<file path="src/rtl/spi_ctrl_pkg.sv">
// Shared types and constants for the SPI write-frame initiator.
package spi_ctrl_pkg;

  typedef enum logic [2:0] {
    ST_IDLE,
    ST_SETUP,
    ST_SHIFT,
    ST_HOLD,
    ST_GAP
  } state_t;

  localparam int FRAME_W = 16;
  localparam int ADDR_W  = 7;
  localparam int DATA_W  = 8;
  localparam logic RW_WRITE = 1'b1;

  localparam logic [ADDR_W-1:0] REG_EN_OUT_7_0  = 7'h00;
  localparam logic [ADDR_W-1:0] REG_EN_OUT_15_8 = 7'h01;
  localparam logic [ADDR_W-1:0] REG_EN_PWM_7_0  = 7'h02;
  localparam logic [ADDR_W-1:0] REG_EN_PWM_15_8 = 7'h03;
  localparam logic [ADDR_W-1:0] REG_PWM_DUTY    = 7'h04;

  function automatic int max4(input int a, input int b, input int c, input int d);
    int m;
    m = a;
    if (b > m) m = b;
    if (c > m) m = c;
    if (d > m) m = d;
    return m;
  endfunction

endpackage

</file>
<file path="src/rtl/spi_ctrl_clkgen.sv">
// SCLK generator: counts CLK_DIV-cycle half periods while the frame is shifting.
module spi_ctrl_clkgen
  import spi_ctrl_pkg::*;
#(
  parameter int CLK_DIV = 4
) (
  input  logic clk,
  input  logic rst_n,
  input  logic start,
  input  logic run,
  input  logic stop,
  output logic sclk,
  output logic rise_stb,
  output logic fall_stb,
  output logic low_end_stb
);

  localparam int CW = $clog2(CLK_DIV);

  logic [CW-1:0] cnt;
  logic          phase_end;

  assign phase_end   = run && (cnt == CW'(CLK_DIV - 1));
  assign fall_stb    = phase_end && sclk;
  assign low_end_stb = phase_end && !sclk;
  // The last bit's low phase ends without another rise.
  assign rise_stb    = start || (low_end_stb && !stop);

  always_ff @(posedge clk) begin
    if (!rst_n) begin
      sclk <= 1'b0;
      cnt  <= '0;
    end else if (rise_stb) begin
      sclk <= 1'b1;
      cnt  <= '0;
    end else if (fall_stb) begin
      sclk <= 1'b0;
      cnt  <= '0;
    end else if (run && !phase_end) begin
      cnt  <= cnt + CW'(1);
    end else begin
      sclk <= 1'b0;
      cnt  <= '0;
    end
  end

endmodule

</file>
<file path="src/rtl/spi_controller.sv">
// SPI mode-0 initiator for 16-bit {rw, addr, data} frames to spi_peripheral.
// Define SPI_CTRL_READ_EN to honour cmd_rw and capture the read byte from CIPO.
module spi_controller
  import spi_ctrl_pkg::*;
#(
  parameter int CLK_DIV  = 4,
  parameter int CS_SETUP = 2,
  parameter int CS_HOLD  = 2,
  parameter int CS_GAP   = 2
) (
  input  logic              clk,
  input  logic              rst_n,
  input  logic              cmd_valid,
  output logic              cmd_ready,
  input  logic              cmd_rw,
  input  logic [ADDR_W-1:0] cmd_addr,
  input  logic [DATA_W-1:0] cmd_data,
  output logic              busy,
  output logic              done,
  output logic [DATA_W-1:0] rd_data,
  output logic              rd_valid,
  output logic              nCS,
  output logic              SCLK,
  output logic              COPI,
  input  logic              CIPO
);

  localparam int PH_MAX = max4(CLK_DIV, CS_SETUP, CS_HOLD, CS_GAP);
  localparam int PH_W   = $clog2(PH_MAX);

  state_t              state, state_d;
  logic [PH_W-1:0]     dly_cnt;
  logic [3:0]          bit_cnt;
  logic [FRAME_W-1:0]  shreg;
  logic [FRAME_W-1:0]  frame_in;
  logic                accept, setup_end, hold_end, gap_end, last_bit;
  logic                rise_stb, fall_stb, low_end_stb;

  assign accept    = cmd_valid && cmd_ready;
  assign setup_end = (state == ST_SETUP) && (dly_cnt == PH_W'(CS_SETUP - 1));
  assign hold_end  = (state == ST_HOLD)  && (dly_cnt == PH_W'(CS_HOLD - 1));
  assign gap_end   = (state == ST_GAP)   && (dly_cnt == PH_W'(CS_GAP - 1));
  assign last_bit  = (bit_cnt == 4'd0);

  spi_ctrl_clkgen #(.CLK_DIV(CLK_DIV)) u_clkgen (
    .clk         (clk),
    .rst_n       (rst_n),
    .start       (setup_end),
    .run         (state == ST_SHIFT),
    .stop        (last_bit),
    .sclk        (SCLK),
    .rise_stb    (rise_stb),
    .fall_stb    (fall_stb),
    .low_end_stb (low_end_stb)
  );

  always_comb begin
    state_d = state;
    unique case (state)
      ST_IDLE:  if (accept)                  state_d = ST_SETUP;
      ST_SETUP: if (setup_end)               state_d = ST_SHIFT;
      ST_SHIFT: if (low_end_stb && last_bit) state_d = ST_HOLD;
      ST_HOLD:  if (hold_end)                state_d = ST_GAP;
      ST_GAP:   if (gap_end)                 state_d = ST_IDLE;
      default:                               state_d = ST_IDLE;
    endcase
  end

  // Outputs are registered from the next state so nCS/done line up with it.
  always_ff @(posedge clk) begin
    if (!rst_n) begin
      state     <= ST_IDLE;
      dly_cnt   <= '0;
      bit_cnt   <= 4'd0;
      nCS       <= 1'b1;
      COPI      <= 1'b0;
      cmd_ready <= 1'b0;
      busy      <= 1'b0;
      done      <= 1'b0;
    end else begin
      state <= state_d;
      if ((state_d != state) || (state == ST_IDLE) || (state == ST_SHIFT))
        dly_cnt <= '0;
      else
        dly_cnt <= dly_cnt + PH_W'(1);
      if (accept)
        bit_cnt <= 4'd15;
      else if (rise_stb && (state == ST_SHIFT))
        bit_cnt <= bit_cnt - 4'd1;
      if (accept)
        COPI <= frame_in[FRAME_W-1];
      else if (fall_stb && !last_bit)
        COPI <= shreg[FRAME_W-2];
      nCS       <= !((state_d == ST_SETUP) || (state_d == ST_SHIFT) || (state_d == ST_HOLD));
      cmd_ready <= (state_d == ST_IDLE);
      busy      <= (state_d != ST_IDLE);
      done      <= hold_end;
    end
  end

  always_ff @(posedge clk) begin
    if (accept)
      shreg <= frame_in;
    else if (fall_stb && !last_bit)
      shreg <= {shreg[FRAME_W-2:0], 1'b0};
  end

`ifdef SPI_CTRL_READ_EN
  logic              is_read;
  logic [DATA_W-1:0] rd_sh;

  assign frame_in = {cmd_rw, cmd_addr, cmd_data};

  // CIPO is taken on the last clk of each high phase of bits 7..0.
  always_ff @(posedge clk) begin
    if (accept)
      is_read <= (cmd_rw != RW_WRITE);
    if (fall_stb && is_read && (bit_cnt < 4'd8))
      rd_sh <= {rd_sh[DATA_W-2:0], CIPO};
  end

  always_ff @(posedge clk) begin
    if (!rst_n) begin
      rd_data  <= '0;
      rd_valid <= 1'b0;
    end else begin
      rd_valid <= hold_end && is_read;
      if (hold_end && is_read)
        rd_data <= rd_sh;
    end
  end
`else
  logic unused_rd;

  assign frame_in  = {RW_WRITE, cmd_addr, cmd_data};
  assign rd_data   = '0;
  assign rd_valid  = 1'b0;
  assign unused_rd = CIPO ^ cmd_rw;
`endif

endmodule
</file>
<file path="config.mk">
export PLATFORM = sky130hd
export DESIGN_NAME = spi_controller
export DESIGN_NICKNAME = d
export VERILOG_FILES = /design/src/rtl/spi_ctrl_pkg.sv /design/src/rtl/spi_ctrl_clkgen.sv /design/src/rtl/spi_controller.sv
export SDC_FILE = /design/constraint.sdc
export NUM_CORES = 1
export LEC_CHECK = 0
export CAP_MARGIN = 10
export CORE_MARGIN = 4
export CORE_UTILIZATION = 45
export CTS_BUF_LIST = sky130_fd_sc_hd__clkbuf_4 sky130_fd_sc_hd__clkbuf_8
export DETAILED_ROUTE_END_ITERATION = 10
export HOLD_SLACK_MARGIN = 0.06
export PLACE_DENSITY = 0.75
export SYNTH_ARGS = -nofsm -noshare
export SYNTH_HDL_FRONTEND = slang
export SYNTH_SLANG_ARGS = --single-unit
export TNS_END_PERCENT = 20
</file>
<file path="constraint.sdc">
create_clock -name clk -period 4.7 [get_ports clk]
set_input_delay 0.705 -clock clk [delete_from_list [all_inputs] [get_ports clk]]
set_output_delay 0.705 -clock clk [all_outputs]
set_load 0.005 [all_outputs]
</file>
==> impl_metrics.csv <==
group,metric,value,unit
status,status,"finished clean",
grt,overflow,0,
yosys,syn_inst,128,
floorplanning,die-height,65.5,um
yosys,yosysTopAreaCell,"edfxtp_1",
sta,slew_headroom,40.8,%
sta,clock_skew,0.0128,ns
grt,grt_antenna_before_repair,0,
sta,fin_tns_setup,0,ns
yosys,synth_seq_area_share,53.2,%
power,leakagePower,0.632,nW
power,p_sw_share,23.3,%
setup_path,crit_chain,"clkdlybuf4s50_1 > and2_1 > mux2_2",
floorplanning,ios,35,
clock_tree,postCtsSetupBuffers,0,
placed_design,port_buffers,23,
sta,fmax,466,MHz
clock_tree,cts.sinks,32,
yosys,synth_edf_count,15,
setup_path,setup.worst_path.class,"in2reg",
setup_path,crit_slowest_cell,"clkdlybuf4s50_1",
placed_design,place_area,1730,um^2
power,clkPwrFrac,28.0,%
sta,drv_slew,0,
route,routed_wl,2650,um
job,max-cap-violations,0,
yosys,synth_area_leaders,"edfxtp_1 30%, dfxtp_1 23%, mux2_2 11%",
setup_path,critical_path_arrival,2.23,ns
setup_path,cp-end-kind,"flip-flop",
sta,post-route-period-util,45.6,%
clock_tree,cts_tree,"yes",
cells_and_area,area_growth,20.2,%
power,power.density,309,nW/um^2
clock_tree,postCtsHoldBufs,0,
cells_and_area,fin_nets,178,
power,net-switching-power,0.129,mW
route,wl_per_cell,13.3,um
yosys,synth_xor_area_share,0,%
sta,rsz0062_at_grt,"false",
route,vias,1034,
sta,post-route-min-period,2.14,ns
cells_and_area,stdcell_area,1790,um^2
yosys,synth_top_area_share,30.3,%
sta,hold_viol_final,0,
cells_and_area,num-fill-cells,297,
grt,grt_max_degree,16,
floorplanning,die_x,65.5,um
route,firstDrtPassIters,4,
floorplanning,rows,20,
yosys,yosysWarnings,0,
grt,grtUsageTotal,14.0,%
yosys,ys_types,35,
route,postRouteAntennaNets,0,
yosys,synth_simple_gate_area_share,15.3,%
grt,grt_pass1_vias,1054,
route,drcViolationCount,0,
power,p_int,0.424,mW
yosys,muxShareOfSynthArea,10.6,%
yosys,synthArstFlopShare,0,%
clock_tree,h-tree-depth,2,
power,seq_power_share,57.8,%
route,drt_iter0_drc,57,
power,ir_worst_vdd,0.000164,V
floorplanning,start_util,47.9,%
yosys,synth_common_cells,"17 x dfxtp_1, 15 x edfxtp_1, 14 x mux2_2, 9 x buf_4, 7 x o21ai_0",
setup_path,worst_setup_path_start_kind,"input pin",
cells_and_area,drive_gt1_share,16.8,%
clock_tree,ctsResizeCount,0,
floorplanning,coreArea,3100,um^2
yosys,synth.avg_cell_area,11.6,um^2
clock_tree,cts-root-buf,"clkbuf_4",
yosys,synth_top_family_by_area,"simple AND/OR/NAND/NOR gates",
yosys,yosys_most_used_dff,"dfxtp_1",
sta,setup_viol,0,
power,p_comb_share,14.1,%
yosys,ys_ff_latch,32,
placed_design,gp_congestion,0.923,
placed_design,dp_hpwl,1940,um
clock_tree,worst_skew_pair.late_latency,0.33,ns
setup_path,cpPeakStageDelay,0.58,ns
yosys,synth_compound_area_share,9.94,%
setup_path,worstPathMaxFanout,14,
route,vias_per_cell,5.20,
worst_hold_path,hold_path.class,"reg2reg",
cells_and_area,n_antenna_cell,0,
yosys,synth_fa_ha_area_share,3.37,%
grt,grt_pass1_wl,4480,um
floorplanning,dieArea,4280,um^2
setup_path,critical_path_required,4.78,ns
sta,tightestPinTransition,0.886,ns
clock_tree,cts_buffers,5,
clock_tree,path_clk_slew,0.09,ns
yosys,syn-cell-area,1490,um^2
clock_tree,cts_buffer_depth,2,
yosys,synthMostInstantiatedCell,"dfxtp_1",
-- power by group through the flow --
stage	logic (mW)	clock network [mW]	registers, mW
CTS	0.0786	0.165	0.320
detailed placement	0.0783	0	0.326
global route	0.0869	0.178	0.322
global placement	0.0757	0	0.325
floorplan	0.0529	0	0.323
finish	0.0781	0.155	0.320
-- cell type report --
cell class / instances / area (um^2) / share of cell area (%)
flip-flops and latches: 32 / 791 / 44.3
multi-input cells: 85 / 622 / 34.8
repair buffers: 24 / 238 / 13.3
well taps: 44 / 55.1 / 3.08
clock buffers: 7 / 52.6 / 2.94
inverters: 6 / 22.5 / 1.26
clock inverters: 1 / 5.00 / 0.280
-- logic make-up (layout without fill, tap and decap cells) --
logic type,Yosys count,after routing
and+or+nand+nor,34,34
DFF,32,32
buffers and inverters,19,38
muxes,14,14
adders and majority gates,4,4
AOI/OAI and AO/OA,24,24
other,1,9
-- sequential cells by signal (all words and copies together), names as in the netlist --
| signal | cells |
|---|---|
| shreg | 15 |
| bit_cnt | 4 |
| state | 3 |
| dly_cnt | 2 |
| u_clkgen.cnt | 2 |
| COPI | 1 |
| busy | 1 |
| cmd_ready | 1 |
| done | 1 |
| nCS | 1 |
| u_clkgen.sclk | 1 |
-- worst max-delay path: cells and delay by family --
family | cells | cell delay, ns
buf+inv | 1 | 0.58
mux | 1 | 0.40
simple gates | 1 | 0.54
-- layer usage --
metal  track usage (%)  vias to the layer above  share of wire [%]
met3              7.01                        5                7.2
li1                  -                      510                  -
met2              24.7                       23                 52
met1              13.4                      496                 38
met4              6.74                        0                2.1
met5                 0                        -                  0
-- placed cells by master, fill, tap and decap left out, types with 2 or more instances in the layout --
master / count
nand4bb_1: 3
inv_1: 5
edfxtp_1: 15
nor3b_1: 2
o21ai_0: 7
o31ai_1: 3
dfxtp_1: 17
and3_1: 2
or4_1: 4
a21oi_1: 5
a31oi_1: 4
and2_1: 2
clkdlybuf4s50_1: 23
nor2_1: 5
clkbuf_4: 7
nand4_1: 3
conb_1: 9
mux2_2: 14
nor2b_1: 2
ha_1: 4
nand2b_1: 3
-- final timing paths --
path              start         end  slack, ns  depth (start not counted)
max reg2reg  bit_cnt[0]   shreg[12]       2.84                          5
min          dly_cnt[0]  dly_cnt[0]       0.42                          1
min reg2reg  dly_cnt[0]  dly_cnt[0]       0.42                          1
max           cmd_valid   shreg[12]       2.56                          3
-- metrics by stage --
step                      hold WS (ns)  power [mW]  utilization [%]  cells  setup slack [ns]
after floorplan                  0.399       0.376                -    136              2.32
after global placement           0.406       0.401             55.7    191              2.20
after detailed placement         0.417       0.404             55.7    191              2.19
after CTS                        0.429       0.564             57.5    199              2.56
after global routing             0.452       0.587             57.5    199              2.48
final                            0.425       0.553             57.5    199              2.56
Note: power is estimated with default switching activity, not from simulation.
==> RTL change 1 (same flow settings) <==
The option `SPI_CTRL_READ_EN` is turned on by a define.
--- a/src/rtl/spi_controller.sv
+++ b/src/rtl/spi_controller.sv
@@ -1,5 +1,7 @@
 // SPI mode-0 initiator for 16-bit {rw, addr, data} frames to spi_peripheral.
 // Define SPI_CTRL_READ_EN to honour cmd_rw and capture the read byte from CIPO.
+`define SPI_CTRL_READ_EN
+
 module spi_controller
   import spi_ctrl_pkg::*;
 #(
Formal check against the unedited RTL: not equivalent (Yosys sat finds a counterexample within 4 cycles, from zero or initial values and one cycle with rst_n low).
==> RTL change 1 against the original RTL <==
  * Cell count increased by 43%
  * Critical path type unchanged
  * Sequential cell count grew 18
  * Via count up 45%
  * Worst hold slack got worse by 1.6 ps
  * Clock skew shrank 7.9 ps
  * Global-route usage fell by 0.45 points
  * Setup slack worse by 470 ps
  * Critical path depth up 3
  * Largest cell class unchanged
  * Maximum frequency fell by 18%
  * Wire length up 49%
  * Power up 59%
  * Synthesized area is 44% higher
  * Cell area increased by 46%
  * Largest power group unchanged
  * Count of clock-buffer cells in the layout is 2 lower
==> RTL change 1: results (changes against the original RTL) <==
| Metric | Value |
|---|---|
| Status | complete, no violations |
| Finished Cell Area | 2610 sq um (+46%) |
| Worst path slowest cell | inv_1 |
| Synth top area cells | edfxtp_1 34%, dfxtp_1 24%, nand2_1 8.0% |
| Area after DPL | 2500 sq um (+45%) |
| Skew final | 4.86 ps (-7.94 ps) |
| Placed cells | 276 (+45%) |
| CP arrival | 2560 ps (+330 ps) |
| DP HPWL | 2660 um (+37%) |
| Synth unique cells | 44 (+26%) |
| Max VDD drop | 197 uV (+20%) |
| PortBufs | 34 (+48%) |
| Clk root buf | clkbuf_8 |
| Routed WL per cell | 13.9 um (+4.5%) |
| Worst reg2reg endpoint | rd_sh[0] |
| Post-synth EDFFs | 24 (+9) |
| Max FO, Critical Path | 22 (+8) |
| Nets | 255 (+43%) |
| Largest registers | shreg (15), rd_data (8), rd_sh (8) |
| FF-to-FF setup slack | 2280 ps (-560 ps) |
| Int Pwr | 0.678 mW (+60%) |
| Number of global-route vias before repair | 1379 (+31%) |
| Worst path max stage delay | 510 ps (-70 ps) |
| Slew headroom | 0.226 (-0.181) |
| Worst r2r src | state[1] |
| Worst R2R Path Depth | 3 (-2) |
| Layout cells sized above 1 | 0.0560 (-0.112) |
| Post-synth top cells | 46 x nand2_1, 26 x dfxtp_1, 24 x edfxtp_1 |
| Placer Congestion | 0.816 (-12%) |
| Hold slack | 423 ps (-1.60 ps) |
-- RTL change 1: worst max-delay path by stage --
stage | startpoint | to | slack (ps)
floorplan | u_clkgen.cnt[0] | rd_sh[0] | 2770
global placement | cmd_valid | shreg[0] | 1850
detailed placement | cmd_valid | shreg[3] | 1770
CTS | cmd_valid | shreg[4] | 2100
global route | cmd_valid | shreg[4] | 1930
finish | cmd_valid | shreg[4] | 2090
-- RTL change 1: area by class of cell --
cell class | count | area share
Sequential cell | 50 | 0.475
Multi-Input combinational cell | 131 | 0.312
Timing Repair Buffer | 35 | 0.133
Clock buffer | 5 | 0.0264
Tap cell | 52 | 0.0249
Clock inverter | 3 | 0.0168
Inverter | 8 | 0.0115
-- RTL change 1: power by group through the flow --
| stage | sequential [mW] | clock [mW] | combinational [mW] |
|---|---|---|---|
| after floorplan | 0.493 | 0 | 0.0597 |
| after global placement | 0.498 | 0 | 0.0861 |
| after detailed placement | 0.498 | 0 | 0.0887 |
| after CTS | 0.488 | 0.309 | 0.0895 |
| after global routing | 0.491 | 0.325 | 0.0990 |
| final | 0.488 | 0.301 | 0.0887 |
-- RTL change 1: worst max-delay path, delay by kind of cell --
| kind | cells | cell delay, ps |
|---|---|---|
| buffers and inverters | 4 | 1660 |
| and+or+nand+nor | 1 | 60 |
| AOI/OAI and AO/OA | 1 | 130 |
-- RTL change 1: logic make-up after synthesis --
family	share of synthesized area
flip-flops	0.578
XOR/XNOR	0.00408
AO/OA/AOI/OAI	0.133
AND/OR/NAND/NOR	0.214
adder cells (fa/ha/maj)	0.0233
multiplexers	0.00525
buffers and inverters	0.0420
-- RTL change 1: per-layer routing --
metal  vias up  global-route usage  part of all wire
met5         -                   0                 0
met4         0              0.0480             0.014
met3         6              0.0386             0.050
met2        32               0.199              0.44
met1       693               0.190              0.49
li1        772                   -                 -
==> RTL change 2 (same settings) <==
Made on the original files. The 5 states of `state_t` get a one-hot encoding in 5 bits.
--- a/src/rtl/spi_ctrl_pkg.sv
+++ b/src/rtl/spi_ctrl_pkg.sv
@@ -1,12 +1,12 @@
 // Shared types and constants for the SPI write-frame initiator.
 package spi_ctrl_pkg;
 
-  typedef enum logic [2:0] {
-    ST_IDLE,
-    ST_SETUP,
-    ST_SHIFT,
-    ST_HOLD,
-    ST_GAP
+  typedef enum logic [4:0] {
+    ST_IDLE  = 5'b00001,
+    ST_SETUP = 5'b00010,
+    ST_SHIFT = 5'b00100,
+    ST_HOLD  = 5'b01000,
+    ST_GAP   = 5'b10000
   } state_t;
 
   localparam int FRAME_W = 16;
Formal check against the unedited RTL: same outputs for any inputs over 10 cycles, from zero or initial values and one cycle with rst_n low; not proved beyond that.
==> RTL change 2 against the original RTL <==
  * Power rose by 22%
  * Global-route usage down 1.6 points
  * Setup slack lost 380 ps
  * Wire length is 18% higher
  * Utilization shrank 2.5 points
  * Synthesized area up 21%
  * Cell area rose by 16%
  * Sequential cell count is 2 higher
  * Register-to-register slack lost 290 ps
  * Critical path type unchanged
==> RTL change 2: results (changes against the original RTL) <==
| Metric | Value |
|---|---|
| Sequential share of the synthesized area | 0.462 (-0.0707) |
| PwrDens | 326 nW/um^2 (+5.3%) |
| Post-synth top cells | 19 x dfxtp_1, 15 x edfxtp_1, 15 x mux2_2 |
| Post-Layout Cell Count | 233 (+17%) |
| Post-synthesis xor/xnor area fraction | 0.00974 (+0.00974) |
| Synth top area cells | edfxtp_1 25%, dfxtp_1 21%, mux2_2 9.4% |
| Comb power frac | 0.179 (+0.038) |
| Via count | 1230 (+19%) |
| Growth of design area from synthesis to finish | 15.4% |
| Synth unique cells | 48 (+37%) |
| Worst r2r src | state[3] |
| Clk root buf | clkbuf_8 |
| Worst-Margin Slew | 859 ps (-27.3 ps) |
| Placer Congestion | 0.824 (-11%) |
| Layout clock buffers | 6 (-1) |
| Switching share of power | 0.247 (+0.0136) |
| Filler cell count | 321 (+8.1%) |
| Gr usage total | 0.124 (-0.0155) |
| ClkCell Share | 0.0416 (+0.00936) |
| Status | complete, no violations |
| Fraction of area in registers | 0.400 (-0.0426) |
| Layout cells sized above 1 | 0.146 (-0.0218) |
| FF-to-FF setup slack | 2550 ps (-290 ps) |
| Mean post-synth cell area | 10.7 sq um (-7.7%) |
| Max FO, Critical Path | 23 (+9) |
| Inverters | 7 (+1) |
| CP arrival | 2380 ps (+150 ps) |
| Worst-path clk slew | 60 ps (-30 ps) |
| Compound-Gate Fraction of Synth Area | 0.113 (+0.0139) |
| First-pass GRT wire length | 5100 um (+14%) |
| Count of plain and timing-repair buffers | 23 (-4.2%) |
| Synthesis-stage register bit count | 34 (+6.3%) |
| DP HPWL | 2210 um (+14%) |
| Max VDD drop | 118 uV (-28%) |
| Mux contribution to synthesized area | 0.111 (+0.00442) |
| Skew final | 5.13 ps (-7.68 ps) |
| Worst setup path endpoint | shreg[2] |
| Worst R2R Path Depth | 3 (-2) |
| P_sw | 0.167 mW (+30%) |
| Pleak | 0.762 nW (+21%) |
| Adder-cell share of the synthesized area | 0.0278 (-0.00588) |
| 1st-iter DRT viols | 59 (+3.5%) |
| Pin count of the biggest net entering global routing | 24 (+8) |
| DP Worst Slack | 1850 ps (-338 ps) |
==> RTL change 2: cell types whose count changed after synthesis, sizes merged, moves of 3 or more <==
cell / delta
buf: +5
o21ai: -5
clkbuf: +4
nand2: +4
nor2: +4
nor4: +4
o31ai: -4
or4: -4
a211oi: +3
mux2i: +3
nand4bb: -3
nor3: +3
==> RTL change 2: per-layer routing <==
| metal | GRT usage | share of wire |
|---|---|---|
| met4 | 0.0501 | 0.015 |
| met1 | 0.156 | 0.47 |
| met2 | 0.199 | 0.45 |
| met3 | 0.0379 | 0.066 |
| met5 | 0 | 0 |
==> RTL change 2: how the worst min path moves through the flow <==
stage | start | endpoint | slack (ps) | depth (start not counted)
after floorplan | dly_cnt[0] | dly_cnt[0] | 410 | 1
after global placement | dly_cnt[0] | dly_cnt[0] | 410 | 1
after detailed placement | u_clkgen.cnt[0] | u_clkgen.cnt[0] | 430 | 1
after CTS | u_clkgen.cnt[0] | u_clkgen.cnt[0] | 430 | 1
after global routing | u_clkgen.cnt[0] | u_clkgen.cnt[0] | 450 | 1
final | u_clkgen.cnt[0] | u_clkgen.cnt[0] | 430 | 1
==> RTL change 2: cell families (layout without fill, tap and decap cells) <==
| kind of cell | after synthesis | count (layout) |
|---|---|---|
| XOR/XNOR | 2 | 2 |
| adder cells (fa/ha/maj) | 4 | 4 |
| AND/OR/NAND/NOR | 52 | 52 |
| AO/OA/AOI/OAI | 28 | 28 |
| other | 1 | 9 |
| multiplexers | 18 | 18 |
| flip-flops | 34 | 34 |
| buffers and inverters | 29 | 38 |
==> RTL change 2: worst max-delay path, cell delays in order <==
cell	delay (ps)
clkdlybuf4s50_1	410
nand2_1	640
nand2_1	610
